--- config.mk ---
export PLATFORM = sky130hd
export DESIGN_NAME = mult_issue
export DESIGN_NICKNAME = d
export VERILOG_FILES = /design/src/rtl/mult_issue_pkg.sv /design/src/rtl/mult_cyc_counter.sv /design/src/rtl/mult_issue.sv
export SDC_FILE = /design/constraint.sdc
export NUM_CORES = 1
export LEC_CHECK = 0
export ABC_AREA = 1
export BUFFER_PORTS_ARGS = -buffer_cell sky130_fd_sc_hd__buf_2
export CAP_MARGIN = 20
export CORE_AREA = 4 4 99 101
export CTS_CLUSTER_SIZE = 40
export DETAILED_ROUTE_END_ITERATION = 8
export DIE_AREA = 0 0 103 105
export GPL_TIMING_DRIVEN = 1
export PLACE_DENSITY = 0.84
export SYNTH_ARGS = -nofsm -noshare
export SYNTH_HDL_FRONTEND = slang
export SYNTH_HIERARCHICAL = 1
export SYNTH_SLANG_ARGS = --single-unit
--- constraint.sdc ---
create_clock -name clock -period 4.2 [get_ports clock]
set_input_delay 0.21 -clock clock [delete_from_list [all_inputs] [get_ports clock]]
set_output_delay 0.21 -clock clock [all_outputs]
set_load 0.01 [all_outputs]
--- src/rtl/mult_issue_pkg.sv ---
// Shared types and constants for the multiplier issue block.
// State encoding, default parameters and busy-counter width live here.
package mult_issue_pkg;

   typedef enum logic [1:0] {
      IDLE,
      START,
      BUSY,
      DONE
   } state_t;

   localparam int unsigned RD_W_DEFAULT           = 5;
   localparam int unsigned TIMEOUT_CYCLES_DEFAULT = 24;
   localparam int unsigned CNT_W                  = 5;
   // Multiplier ready is still asserted from the previous op for this many BUSY cycles.
   localparam int unsigned RDY_MIN_COUNT          = 2;

endpackage

--- src/rtl/mult_cyc_counter.sv ---
// Saturating BUSY-cycle counter with synchronous clear and count enable.
module mult_cyc_counter
   import mult_issue_pkg::*;
(
   input  logic             clock,
   input  logic             reset,
   input  logic             clear,
   input  logic             enable,
   output logic [CNT_W-1:0] count
);

   always_ff @(posedge clock) begin
      if (reset || clear) begin
         count <= '0;
      end else if (enable && (count != '1)) begin
         count <= count + 1'b1;
      end
   end

endmodule

--- src/rtl/mult_issue.sv ---
// Issue/writeback sequencer for a multi-cycle multiplier.
// Optional BUSY watchdog enabled by defining MULT_ISSUE_TIMEOUT_EN.
module mult_issue
   import mult_issue_pkg::*;
#(
   parameter int unsigned RD_W           = RD_W_DEFAULT,
   parameter int unsigned TIMEOUT_CYCLES = TIMEOUT_CYCLES_DEFAULT
) (
   input  logic            clock,
   input  logic            reset,
   input  logic            in_valid,
   output logic            in_ready,
   input  logic [31:0]     in_a,
   input  logic [31:0]     in_b,
   input  logic [RD_W-1:0] in_rd,
   output logic            stall,
   output logic [31:0]     mult_a,
   output logic [31:0]     mult_b,
   output logic            mult_ctr_rst,
   input  logic [31:0]     mult_result,
   input  logic            mult_exception,
   input  logic            mult_rdy,
   output logic            out_valid,
   input  logic            out_ready,
   output logic [31:0]     out_result,
   output logic            out_exception,
   output logic [RD_W-1:0] out_rd,
   output logic            out_timeout
);

   state_t           state_q, state_d;
   logic [CNT_W-1:0] busy_cnt;
   logic [31:0]      a_q, b_q;
   logic [RD_W-1:0]  rd_q;
   logic [31:0]      result_q;
   logic             exc_q;
   logic [RD_W-1:0]  out_rd_q;
   logic             accept;
   logic             rdy_ok;
   logic             tmo_hit;
   logic             cnt_clear;
   logic             cnt_enable;

   assign in_ready     = (state_q == IDLE) || ((state_q == DONE) && out_ready);
   assign accept       = in_valid && in_ready;
   assign stall        = in_valid && !in_ready;
   assign out_valid    = (state_q == DONE);
   assign mult_ctr_rst = reset || (state_q == START);
   assign mult_a       = a_q;
   assign mult_b       = b_q;
   assign out_result   = result_q;
   assign out_exception = exc_q;
   assign out_rd       = out_rd_q;

   assign cnt_clear  = (state_q == START);
   assign cnt_enable = (state_q == BUSY);
   assign rdy_ok     = mult_rdy && (busy_cnt >= CNT_W'(RDY_MIN_COUNT));

   mult_cyc_counter u_cyc_counter (
      .clock  (clock),
      .reset  (reset),
      .clear  (cnt_clear),
      .enable (cnt_enable),
      .count  (busy_cnt)
   );

`ifdef MULT_ISSUE_TIMEOUT_EN
   logic timeout_q;
   assign tmo_hit     = (busy_cnt == CNT_W'(TIMEOUT_CYCLES - 1));
   assign out_timeout = timeout_q;
`else
   logic unused_timeout_cfg;
   assign unused_timeout_cfg = ^TIMEOUT_CYCLES;
   assign tmo_hit     = 1'b0;
   assign out_timeout = 1'b0;
`endif

   always_comb begin
      state_d = state_q;
      unique case (state_q)
         IDLE:    if (in_valid) state_d = START;
         START:   state_d = BUSY;
         BUSY:    if (rdy_ok || tmo_hit) state_d = DONE;
         DONE:    if (out_ready) state_d = in_valid ? START : IDLE;
         default: state_d = IDLE;
      endcase
   end

   always_ff @(posedge clock) begin
      if (reset) begin
         state_q  <= IDLE;
         a_q      <= '0;
         b_q      <= '0;
         rd_q     <= '0;
         result_q <= '0;
         exc_q    <= 1'b0;
         out_rd_q <= '0;
`ifdef MULT_ISSUE_TIMEOUT_EN
         timeout_q <= 1'b0;
`endif
      end else begin
         state_q <= state_d;
         if (accept) begin
            a_q  <= in_a;
            b_q  <= in_b;
            rd_q <= in_rd;
         end
         // A real ready always wins over a watchdog expiry in the same cycle.
         if (state_q == BUSY) begin
            if (rdy_ok) begin
               result_q <= mult_result;
               exc_q    <= mult_exception;
               out_rd_q <= rd_q;
`ifdef MULT_ISSUE_TIMEOUT_EN
               timeout_q <= 1'b0;
            end else if (tmo_hit) begin
               result_q  <= '0;
               exc_q     <= 1'b1;
               out_rd_q  <= rd_q;
               timeout_q <= 1'b1;
`endif
            end
         end
      end
   end

endmodule

==> implementation parameters <==
Parameter                              Value

Pwr
  Worst vdd ir ... 0.496 mV
  Total power density per cell area ... 568 nW/um2
  Comb power frac ... 28.6%
  Sequential fraction of design power ... 36.7%
  Clock network power share ... 34.7%
  Internal power ... 2.61 mW
  Leakage power figure ... 3.29 nW
  Switching component of the power ... 1.31 mW
  Switch share ... 33.5%

STA
  Achievable clock frequency ... 519 MHz
  Worst Tran Pin Value ... 745 ps
  Period utilization ... 45.9%
  Final setup violation count ... 0
  Smallest hold slack ... 19.2 ps
  Clock Skews ... 7.30 ps
  Number of endpoints with negative hold slack in the final report ... 0
  Setup TNS after final layout ... 0 ps
  Number of slew-limit violations in the final report ... 0
  Rel. slew slack ... 50.4%
  Minimum clock period ... 1930 ps
  Unrepaired setup endpoints after global routing ... false
  Post-layout worst setup margin ... 2270 ps

Logic synthesis
  Synthesized area per cell ... 7.90 um2
  Synthesized Nets ... 660
  Number of register bits inferred by synthesis ... 114
  Synth warn ... 6
  Total standard cell area after synthesis ... 4310 um2
  Yosys cell types ... 25
  Post-Synthesis Cells ... 546
  Post-synthesis sequential area ratio ... 52.9%

Detailed routing
  Post-DR vias/cell ... 5.26
  Violation count after the first detailed-route iteration ... 306
  Final WL ... 15,200 um
  Via count of the routed design ... 5,070
  Number of detailed-routing iterations run before antenna repair ... 5
  Number of remaining DRC errors ... 0
  Antenna viol nets, final ... 0
  Routed wirelength normalized by instance count ... 15.8 um

Clock network
  Clock slew at the register clock pins of the worst setup and hold paths ... 60 ps
  Sinks on the clock net ... 114
  Number of hold-repair buffers added at the cts stage ... 99
  Number of H-tree levels ... 4
  Clock buffer depth ... 2
  Post-CTS Resized ... 0
  Post-CTS setup-driven buffer insertion count ... 0
  Clock latency on the worst-skew pair ... 500 ps
  Root cell of the clock tree ... sky130_fd_sc_hd__clkbuf_8
  Clock tree from TritonCTS ... done
  Cts bufs inserted ... 17

Placed design
  Minimum setup slack after placement ... 2060 ps
  Number of input and output port buffers inserted ... 212
  Placer's final routability congestion estimate ... 0.808
  HPWL after detailed placement ... 8280 um
  Post-detailed-placement cell area ... 5330 um2

Die
  Starting utilization of the core area ... 47.8%
  Vertical die dimension ... 105 um
  Number of rows in the core area ... 35
  IO Pins ... 214
  Area of the die ... 10,800 um2
  Die W ... 103 um
  Core box area ... 9020 um2

Critical path
  CP Data Arrival Time ... 1720 ps
  Worst Setup End Kind ... output port
  FF-to-FF setup slack ... 2310 ps
  WP data required ... 3990 ps
  Maximum fanout along the worst path ... 6
  Startpoint types ... flop
  Start-to-end type of the worst setup path ... flop to output port

Min path
  Path type of the worst min-delay path ... input port to flop

Final layout
  Commonest cells after routing, fill and taps aside ... sky130_fd_sc_hd__buf_2, sky130_fd_sc_hd__nor2_1, sky130_fd_sc_hd__dfxtp_1, sky130_fd_sc_hd__dlygate4sd3_1, sky130_fd_sc_hd__o21ai_0
  Final core utilization ... 76.6%
  Post-Layout Inst Area ... 6910 um2
  Fillers ... 542
  Fraction of layout cells with a size suffix above 1 ... 30.2%
  Most common cell after layout, fill and taps aside ... sky130_fd_sc_hd__buf_2
  Synth-to-layout area growth ... 60.2%
  Fin nets ... 954

GRT
  Most congested layer reported by global routing ... met2
  Largest net degree at the start of global routing ... 70
  Antenna violations before repair ... 1
  Remaining global-route overflow ... 0
  Vias in the first global route ... 5,117
  Total routing resource utilization after global routing ... 27.7%
  Met2 usage in global routing ... 47.4%
  Met3 track demand over resource in global routing ... 8.68%
  Wire length of the first global-routing pass ... 24,200 um
  Met1 demand-to-capacity share in global routing ... 30.9%

Job
  Max capacitance violation total ... 0

Outcome
  Status ... finished, final reports clean
[sequential cells by signal, indices dropped and copies added (netlist names)]
| signal | cells |
|---|---|
| out_rd | 5 |
| out_exception | 1 |
| rd_q | 5 |
| out_result | 32 |
| mult_b | 32 |
| mult_a | 32 |
| u_cyc_counter/count | 5 |
| state_q | 2 |
[cells in the mapped netlist]
cell type                  count  area, um2
sky130_fd_sc_hd__dfxtp_1     114       2280
sky130_fd_sc_hd__nand2_2       1       6.26
sky130_fd_sc_hd__o21ai_1       5       25.0
sky130_fd_sc_hd__a21oi_1      40        200
sky130_fd_sc_hd__inv_1        11       41.3
sky130_fd_sc_hd__nor2_2        2       12.5
sky130_fd_sc_hd__buf_2        18       90.1
sky130_fd_sc_hd__conb_1        1       3.75
sky130_fd_sc_hd__o21bai_1      1       7.51
sky130_fd_sc_hd__a21oi_2       1       8.76
sky130_fd_sc_hd__ha_1          7       87.6
sky130_fd_sc_hd__inv_2         2       7.51
sky130_fd_sc_hd__clkbuf_1     13       48.8
sky130_fd_sc_hd__nor2_1      155        582
sky130_fd_sc_hd__or2_2         1       6.26
sky130_fd_sc_hd__nand2_1      51        191
sky130_fd_sc_hd__o21bai_2      1       11.3
sky130_fd_sc_hd__buf_6         3       33.8
sky130_fd_sc_hd__nor2_4        1       11.3
sky130_fd_sc_hd__buf_4         6       45.0
sky130_fd_sc_hd__nand4_1      38        238
sky130_fd_sc_hd__nand3_1       4       20.0
sky130_fd_sc_hd__buf_1         2       7.51
sky130_fd_sc_hd__nand3_2       1       10.0
sky130_fd_sc_hd__o21ai_0      67        335
[kinds of logic (layout without fill, tap and decap cells)]
| group | count (synthesis) | after routing | synth area share [%] |
|---|---|---|---|
| AOI/OAI and AO/OA | 115 | 115 | 13.6 |
| adders and majority gates | 7 | 7 | 2.03 |
| buffers and inverters | 55 | 361 | 6.35 |
| DFF | 114 | 114 | 52.9 |
| other | 1 | 2 | 0.0869 |
| and+or+nand+nor | 254 | 254 | 25.0 |
[final timing paths]
| kind | cells after the start | endpoint | start |
|---|---|---|---|
| setup / recovery | 6 | stall | state_q[0]$_SDFFE_PP0P_ |
| hold / removal | 3 | out_result[25]$_SDFFE_PP0P_ | mult_result[25] |
| setup reg to reg | 6 | mult_a[8]$_SDFFE_PP0P_ | state_q[0]$_SDFFE_PP0P_ |
| hold reg to reg | 2 | out_result[13]$_SDFFE_PP0P_ | out_result[13]$_SDFFE_PP0P_ |
[final cells by class]
| class | count | area, um2 | area share (%) |
|---|---|---|---|
| tap | 111 | 139 | 2.01 |
| timing repair buffer | 317 | 2110 | 30.5 |
| sequential | 114 | 2280 | 33.0 |
| multi-input combinational | 377 | 1760 | 25.4 |
| antenna | 1 | 2.50 | 0.0362 |
| inverter | 13 | 48.8 | 0.706 |
| clock buffer | 22 | 463 | 6.70 |
| clock inverter | 9 | 106 | 1.54 |
[power groups by stage]
stage	clock network [mW]	registers (mW)	logic, mW
after global routing	1.44	1.46	1.23
after detailed placement	0	1.44	1.00
after floorplan	0	1.53	0.561
after global placement	0	1.43	0.965
after CTS	1.39	1.42	1.08
final	1.36	1.44	1.12
[per-layer routing]
metal  vias up  wire length (um)
met5         -                 0
met4         0               409
met3        39              1520
met2       290              7630
met1      2348              5680
li1       2393                 -
[worst max-delay path, cell delays in order, from the launching register on]
cell	delay [ps]
sky130_fd_sc_hd__dfxtp_1	410
sky130_fd_sc_hd__inv_1	110
sky130_fd_sc_hd__ha_1	230
sky130_fd_sc_hd__a21oi_2	180
sky130_fd_sc_hd__inv_1	80
sky130_fd_sc_hd__nor2_1	80
sky130_fd_sc_hd__buf_2	140
[through the flow]
stage,total power [mW],instances
2_1_floorplan,2.09,546
3_3_place_gp,2.40,832
3_5_place_dp,2.44,832
4_1_cts,3.89,962
5_1_grt,4.13,964
6_report,3.92,964
No activity file was read; power rests on OpenSTA's default activity.
